File: src/rtl/des_decrypt_core.sv
// des_decrypt_core: iterative DES core, one round per cycle using an external round function.
// Defining DES_ENCRYPT_MODE_EN adds a mode input (1 = encrypt, 0 = decrypt).
module des_decrypt_core (
    input  logic        clk,
    input  logic        rst,
    input  logic        start,
`ifdef DES_ENCRYPT_MODE_EN
    input  logic        mode,
`endif
    input  logic [63:0] data_in,
    input  logic [63:0] key_in,
    input  logic [31:0] f_result,
    output logic [31:0] f_right,
    output logic [47:0] f_subkey,
    output logic        busy,
    output logic        done,
    output logic [63:0] data_out
);
    localparam logic [1:0] IDLE = 2'd0, LOAD = 2'd1, ROUND = 2'd2, FINISH = 2'd3;
    localparam int IP_T [64] = '{
        58, 50, 42, 34, 26, 18, 10, 2, 60, 52, 44, 36, 28, 20, 12, 4,
        62, 54, 46, 38, 30, 22, 14, 6, 64, 56, 48, 40, 32, 24, 16, 8,
        57, 49, 41, 33, 25, 17, 9, 1, 59, 51, 43, 35, 27, 19, 11, 3,
        61, 53, 45, 37, 29, 21, 13, 5, 63, 55, 47, 39, 31, 23, 15, 7};
    localparam int FP_T [64] = '{
        40, 8, 48, 16, 56, 24, 64, 32, 39, 7, 47, 15, 55, 23, 63, 31,
        38, 6, 46, 14, 54, 22, 62, 30, 37, 5, 45, 13, 53, 21, 61, 29,
        36, 4, 44, 12, 52, 20, 60, 28, 35, 3, 43, 11, 51, 19, 59, 27,
        34, 2, 42, 10, 50, 18, 58, 26, 33, 1, 41, 9, 49, 17, 57, 25};
    localparam int PC1_T [56] = '{
        57, 49, 41, 33, 25, 17, 9, 1, 58, 50, 42, 34, 26, 18,
        10, 2, 59, 51, 43, 35, 27, 19, 11, 3, 60, 52, 44, 36,
        63, 55, 47, 39, 31, 23, 15, 7, 62, 54, 46, 38, 30, 22,
        14, 6, 61, 53, 45, 37, 29, 21, 13, 5, 28, 20, 12, 4};
    localparam int PC2_T [48] = '{
        14, 17, 11, 24, 1, 5, 3, 28, 15, 6, 21, 10,
        23, 19, 12, 4, 26, 8, 16, 7, 27, 20, 13, 2,
        41, 52, 31, 37, 47, 55, 30, 40, 51, 45, 33, 48,
        44, 49, 39, 56, 34, 53, 46, 42, 50, 36, 29, 32};

    function automatic logic [63:0] ip(input logic [63:0] x);
        logic [63:0] y;
        for (int i = 0; i < 64; i++) y[63-i] = x[64-IP_T[i]];
        return y;
    endfunction

    function automatic logic [63:0] fp(input logic [63:0] x);
        logic [63:0] y;
        for (int i = 0; i < 64; i++) y[63-i] = x[64-FP_T[i]];
        return y;
    endfunction

    function automatic logic [55:0] pc1(input logic [63:0] x);
        logic [55:0] y;
        for (int i = 0; i < 56; i++) y[55-i] = x[64-PC1_T[i]];
        return y;
    endfunction

    function automatic logic [47:0] pc2(input logic [55:0] x);
        logic [47:0] y;
        for (int i = 0; i < 48; i++) y[47-i] = x[56-PC2_T[i]];
        return y;
    endfunction

    function automatic logic [27:0] rot(input logic [27:0] x, input logic left, input logic one);
        return left ? (one ? {x[26:0], x[27]} : {x[25:0], x[27:26]})
                    : (one ? {x[0], x[27:1]} : {x[1:0], x[27:2]});
    endfunction

    logic [1:0]  state_q, state_d;
    logic [63:0] data_q, data_d, key_q, key_d, out_q, out_d;
    logic [31:0] l_q, l_d, r_q, r_d;
    logic [27:0] c_q, c_d, d_q, d_d;
    logic [3:0]  cnt_q, cnt_d;
    logic        done_q, done_d, mode_q, mode_d, mode_in, rot_one;
    logic [55:0] pc1_key;

`ifdef DES_ENCRYPT_MODE_EN
    assign mode_in = mode;
`else
    assign mode_in = 1'b0;
`endif

    assign pc1_key  = pc1(key_q);
    assign rot_one  = cnt_q == 4'd0 || cnt_q == 4'd7 || cnt_q == 4'd14;
    assign f_right  = r_q;
    assign f_subkey = pc2({c_q, d_q});
    assign busy     = state_q == LOAD || state_q == ROUND;
    assign done     = done_q;
    assign data_out = out_q;

    always_comb begin
        state_d = state_q;
        data_d  = data_q;
        key_d   = key_q;
        mode_d  = mode_q;
        l_d     = l_q;
        r_d     = r_q;
        c_d     = c_q;
        d_d     = d_q;
        cnt_d   = cnt_q;
        out_d   = out_q;
        done_d  = 1'b0;
        case (state_q)
            IDLE: if (start) begin
                data_d  = data_in;
                key_d   = key_in;
                mode_d  = mode_in;
                state_d = LOAD;
            end
            LOAD: begin
                {l_d, r_d} = ip(data_q);
                // encryption pre-rotates so round 0 already sees K1
                c_d     = mode_q ? rot(pc1_key[55:28], 1'b1, 1'b1) : pc1_key[55:28];
                d_d     = mode_q ? rot(pc1_key[27:0], 1'b1, 1'b1) : pc1_key[27:0];
                cnt_d   = 4'd0;
                state_d = ROUND;
            end
            ROUND: begin
                l_d     = r_q;
                r_d     = l_q ^ f_result;
                cnt_d   = cnt_q + 4'd1;
                c_d     = cnt_q == 4'd15 ? c_q : rot(c_q, mode_q, rot_one);
                d_d     = cnt_q == 4'd15 ? d_q : rot(d_q, mode_q, rot_one);
                state_d = cnt_q == 4'd15 ? FINISH : ROUND;
            end
            default: begin
                out_d   = fp({r_q, l_q});
                done_d  = 1'b1;
                state_d = IDLE;
            end
        endcase
    end

    always_ff @(posedge clk or posedge rst) begin
        if (rst) begin
            state_q <= IDLE;
            data_q  <= '0;
            key_q   <= '0;
            mode_q  <= 1'b0;
            l_q     <= '0;
            r_q     <= '0;
            c_q     <= '0;
            d_q     <= '0;
            cnt_q   <= '0;
            out_q   <= '0;
            done_q  <= 1'b0;
        end else begin
            state_q <= state_d;
            data_q  <= data_d;
            key_q   <= key_d;
            mode_q  <= mode_d;
            l_q     <= l_d;
            r_q     <= r_d;
            c_q     <= c_d;
            d_q     <= d_d;
            cnt_q   <= cnt_d;
            out_q   <= out_d;
            done_q  <= done_d;
        end
    end
endmodule

File: config.mk
export PLATFORM = sky130hd
export DESIGN_NAME = des_decrypt_core
export DESIGN_NICKNAME = d
export VERILOG_FILES = /design/src/rtl/des_decrypt_core.sv
export SDC_FILE = /design/constraint.sdc
export NUM_CORES = 1
export LEC_CHECK = 0
export ABC_AREA = 1
export CORE_MARGIN = 2
export CORE_UTILIZATION = 45
export CTS_BUF_LIST = sky130_fd_sc_hd__clkbuf_2
export CTS_CLUSTER_DIAMETER = 80
export CTS_CLUSTER_SIZE = 12
export DETAILED_ROUTE_END_ITERATION = 8
export PLACE_DENSITY = 0.81
export SETUP_SLACK_MARGIN = 0.5
export SYNTH_ARGS = -nofsm -noshare
export SYNTH_HDL_FRONTEND = slang
export SYNTH_SLANG_ARGS = --single-unit
File: constraint.sdc
create_clock -name clk -period 13.5 [get_ports clk]
set_input_delay 4.05 -clock clk [delete_from_list [all_inputs] [get_ports clk]]
set_output_delay 4.05 -clock clk [all_outputs]
set_load 0.1 [all_outputs]
=== Word level (Yosys, flattened, before mapping) ===
Index checks and enable logic that the tools add are counted.

* Flip-flop bits (word level): 319
* Input bits: 163
* Word-level logic and storage cells: 41
* Output and inout bits: 146

* Eq/ne operators: 7
* Add/sub/neg operators: 1
* Bitwise operators: 1
* Multiplexer cells: 13
* Reductions and logical operators: 9

{| class="wikitable"
|+ Operators with widths
! cell !! count
|-
| 32-bit one-hot mux with 2 select lines || 2
|-
| 28-bit 2-to-1 mux || 4
|-
| 28-bit one-hot mux with 2 select lines || 2
|-
| 32-bit XOR || 1
|-
| 4-bit == test, second input constant || 2
|-
| 4-bit one-hot mux with 2 select lines || 1
|-
| 2-bit one-hot mux with 3 select lines || 1
|-
| 4-bit by 1-bit adder with 4-bit output, second input constant || 1
|-
| 4-bit by 3-bit == test with 1-bit output, second input constant || 1
|-
| 4-bit zero test || 1
|-
| 2-bit inequality test, second input constant || 2
|-
| 2-bit AND reduction || 2
|-
| 1-bit logical OR || 3
|-
| 3-bit OR reduction || 1
|-
| 2-bit by 1-bit == test with 1-bit output, second input constant || 1
|-
| 2-bit == test, second input constant || 1
|-
| 2-bit zero test || 1
|-
| 1-bit 2-to-1 mux || 2
|-
| 2-bit 2-to-1 mux || 1
|-
| 2-bit nonzero test || 1
|}

=== Logic depth before layout (Yosys ltp) ===
* Depth in word-level cells: 6
* Mapped depth: 10
* Gate-level depth less buffers: 7

=== Worst setup path before layout ===
No wires, ideal clock.

* Path type: register -> output
* Start: reg state_q[1]
* End: out busy
* Path buffers: 0
* Arrival time: 1323 ps
* Data required time: 9450 ps
* Setup slack: 8127 ps
* Stages on the path, launching flop included: 3
* Cell sequence: dfrtp_1 -> inv_1 -> ha_1

* Word-level cells in the longest chain between the ends: 2
* Elaborated cells between the ends (all ways): 3
* Classes of those cells: 2 x eq/ne; 1 x reduce/logical

{| class="wikitable"
|+ RTL lines
! element !! line !! source
|-
| start: declaration || 70 || <nowiki>logic [1:0] state_q, state_d;</nowiki>
|-
| start signal: assignment || 149 || <nowiki>state_q <= state_d;</nowiki>
|-
| 2-bit by 1-bit == test with 1-bit output or 2-bit == test (tied branches) || 88 || <nowiki>assign busy = state_q == LOAD || state_q == ROUND;</nowiki>
|-
| 1-bit logical OR * || 88 ||
|-
| end: declaration || 15 || <nowiki>output logic busy,</nowiki>
|}

Mark *: on every way between the ends. The rest lies on a longest branch, timed or not.

=== Worst setup path after layout ===
Same ends and word-level chain as after synthesis.

==> results.tsv <==
stage	metric	value	unit
timing	Total Neg Setup Slack	0	ns
timing	clock skew	0.0509	ns
job	Max-Cap Viols	0	
clock_network	clock root buffer	clkbuf_2	
logic_synthesis	Post-Synthesis Cells	1621	
clock_network	clock buffer depth	3	
timing	Slew headroom	18.3	%
critical_path	WP data required	9.45	ns
timing	Final Worst Setup Slack	6.52	ns
clock_network	CTS tree	built	
floorplan	num ports	309	
clock_network	clock slew at reported path FFs	0.26	ns
floorplan	effective utilization at floorplan	45.6	%
logic_synthesis	sequential share of the synthesized area	54.3	%
placement	GP Congestion	0.840	
finish	Final Util	54.9	%
logic_synthesis	Top FF cell, synth	dfrtp_1	
critical_path	FF-to-FF Start	state_q[1]	
timing	RSZ-0062 raised after global routing	false	
min_path	worst hold stages	2	
timing	max-slew violations	0	
clock_network	CTS resizes	0	
critical_path	CP Max Fanout	3	
min_path	Hold EP	l_q[3]	
min_path	startpoint of the worst hold path	data_q[32]	
clock_network	Skew-Pair Late Insertion Delay	0.90	ns
timing	period utilization	51.7	%
timing	Final setup violation count	0	
global_route	initial antenna violation count	3	
logic_synthesis	Mapped Nets	1790	
clock_network	H-Tree Depth	1	
clock_network	clk sinks	311	
detailed_routing	vias per inst	5.35	
clock_network	CTS Buf Count	29	
placement	Cells after DPL	2177	
logic_synthesis	asr flop ratio synth	100	%
timing	Max Freq	143	MHz
logic_synthesis	Mapped Area	14300	µm²
clock_network	number of post-CTS setup repair buffers	0	
critical_path	crit path kind	register to primary output	
clock_network	Hold-fix buffers, CTS	0	
outcome	outcome	finished clean	
timing	Hold Vio Cnt, Final	0	
logic_synthesis	Syn Area/Cell	8.84	µm²
timing	worst-margin pin slew	1.22	ns
floorplan	Core Box Area	31500	µm²
critical_path	R2R depth	7	
detailed_routing	routed wire length per instance	17.2	µm
critical_path	Crit. End Element	primary output	
critical_path	Arrival @ worst endpoint	2.93	ns
critical_path	setup slack, reg-to-reg	10.10	ns
detailed_routing	drt first pass iters	5	
logic_synthesis	EDFF count, synth	0	
detailed_routing	post-route ant nets	0	
logic_synthesis	post-synthesis register bit count	311	
global_route	vias in the first global route	11900	
critical_path	Startpoint Class	register	
global_route	Overall Global Routing Usage	22.8	%
floorplan	row cnt	65	
placement	port buffer count	300	
global_route	global-route wire length before repair	61.8	mm
logic_synthesis	top cell type's share of synthesized area	54.3	%
finish	Area growth syn-to-layout	20.5	%
logic_synthesis	post-synth top area cell	dfrtp_1	
placement	hpwl dp	24.0	mm
logic_synthesis	top cells by area, synth	dfrtp_1 (54%), nand2_1 (5.5%), inv_1 (5.4%), nor2_1 (5.3%), a21oi_1 (5.1%)	
placement	Post-Place Setup Slack	7.24	ns
logic_synthesis	Yosys warnings	0	
floorplan	Die Y	182	µm
finish	share of cells above drive strength 1	5.10	%
floorplan	Die X-Extent	182	µm
critical_path	worst reg2reg path endpoint	d_q[23]	
detailed_routing	via count	11800	
floorplan	die area	33300	µm²
finish	nets	1975	
finish	Finished Layout Cells	2208	
detailed_routing	Residual DRC	0	
detailed_routing	Post-Route WL	38.0	mm
detailed_routing	Detailed Route Iter0 Violations	969	
global_route	largest net degree at the start of global routing	170	
min_path	Worst Hold Class	register to register	
global_route	total gr overflow	0	
timing	minimum clock period	6.98	ns
logic_synthesis	Netlist cell types	27	
==> cells in the mapped netlist, types with 6 or more instances <==
library cell and n:
buf_4 54, nor2_1 204, mux2_2 32, nand3_1 70
o221ai_1 55, o211ai_1 9, o21ai_0 57, nand2_1 209
clkbuf_1 40, nor3_1 58, a21oi_1 145, xnor2_1 32
inv_1 207, buf_2 54, ha_1 6, nand4_1 56
dfrtp_1 311, buf_1 8
==> cells in the final DEF (no fill, tap or decap), types with 4 or more instances in the layout <==
cell type,Yosys,layout
a21oi_1,145,145
buf_4,54,13
clkbuf_2,0,30
clkdlybuf4s50_1,0,300
dfrtp_1,311,311
ha_1,6,4
inv_1,207,205
mux2_2,32,32
nand2_1,209,207
nand3_1,70,67
nand3_2,1,4
nand4_1,56,56
nor2_1,204,203
nor3_1,58,58
o211ai_1,9,9
o21ai_0,57,57
o221ai_1,55,55
xnor2_1,32,32
==> worst max-delay path: stages, from the launching register on <==
cell and delay (ns):
dfrtp_1 0.47, inv_1 0.08, ha_2 0.33, clkdlybuf4s50_1 1.15
==> worst max-delay path by stage <==
stage,start,end,slack (ns),depth (start not counted)
after global placement,start,data_q[58],7.28,4
after detailed placement,start,data_q[60],7.24,4
after global routing,state_q[1],busy,6.34,3
final,state_q[1],busy,6.52,3
after CTS,state_q[1],busy,6.39,3
after floorplan,rst,c_q[0],0.85,1
==> registers in the layout (all words and copies together) (netlist names) <==
signal	count
l_q	32
state_q	2
f_right	32
done	1
data_q	64
c_q	28
data_out	64
key_q	56
cnt_q	4
d_q	28
==> stage by stage <==
step	hold WS (ns)	instance area, µm²
finish	0.491	17300
global route	0.526	17300
CTS	0.487	17300
detailed placement	0.463	17100
global placement	0.457	17100
floorplan	0.454	14300
==> cell families (layout without fill, tap and decap cells) <==
logic type / count (synthesis) / in the layout / synth area share (%)
muxes: 32 / 32 / 2.51
DFF: 311 / 311 / 54.3
adders and majority gates: 6 / 6 / 0.524
and+or+nand+nor: 600 / 600 / 17.9
buffers and inverters: 371 / 555 / 11.8
AOI/OAI and AO/OA: 268 / 268 / 11.0
xor gates and xnor gates: 33 / 33 / 2.02
other: 0 / 1 / 0
==> area by class of cell <==
cell class                 instances  area, µm²
clock buffer                      30        150
antenna                            1       2.50
sequential                       311       7780
timing repair buffer             314       3120
fill                            2835      14200
inverter                         211        802
multi-input combinational        939       4910
tap                              402        503
==> per-layer routing <==
metal  track usage, %  up-vias  wire length [µm]  share of wire, %
li1                 -     5560                 -                 -
met1             29.4     5696             15800                41
met2             37.6      486             17900                47
met3             6.55       67              3540               9.3
met4             5.97        4               787               2.1
met5                0        -                27             0.071
Power is not shown: default switching activity piles up to over one toggle a cycle in this logic, so the estimate is an artifact.
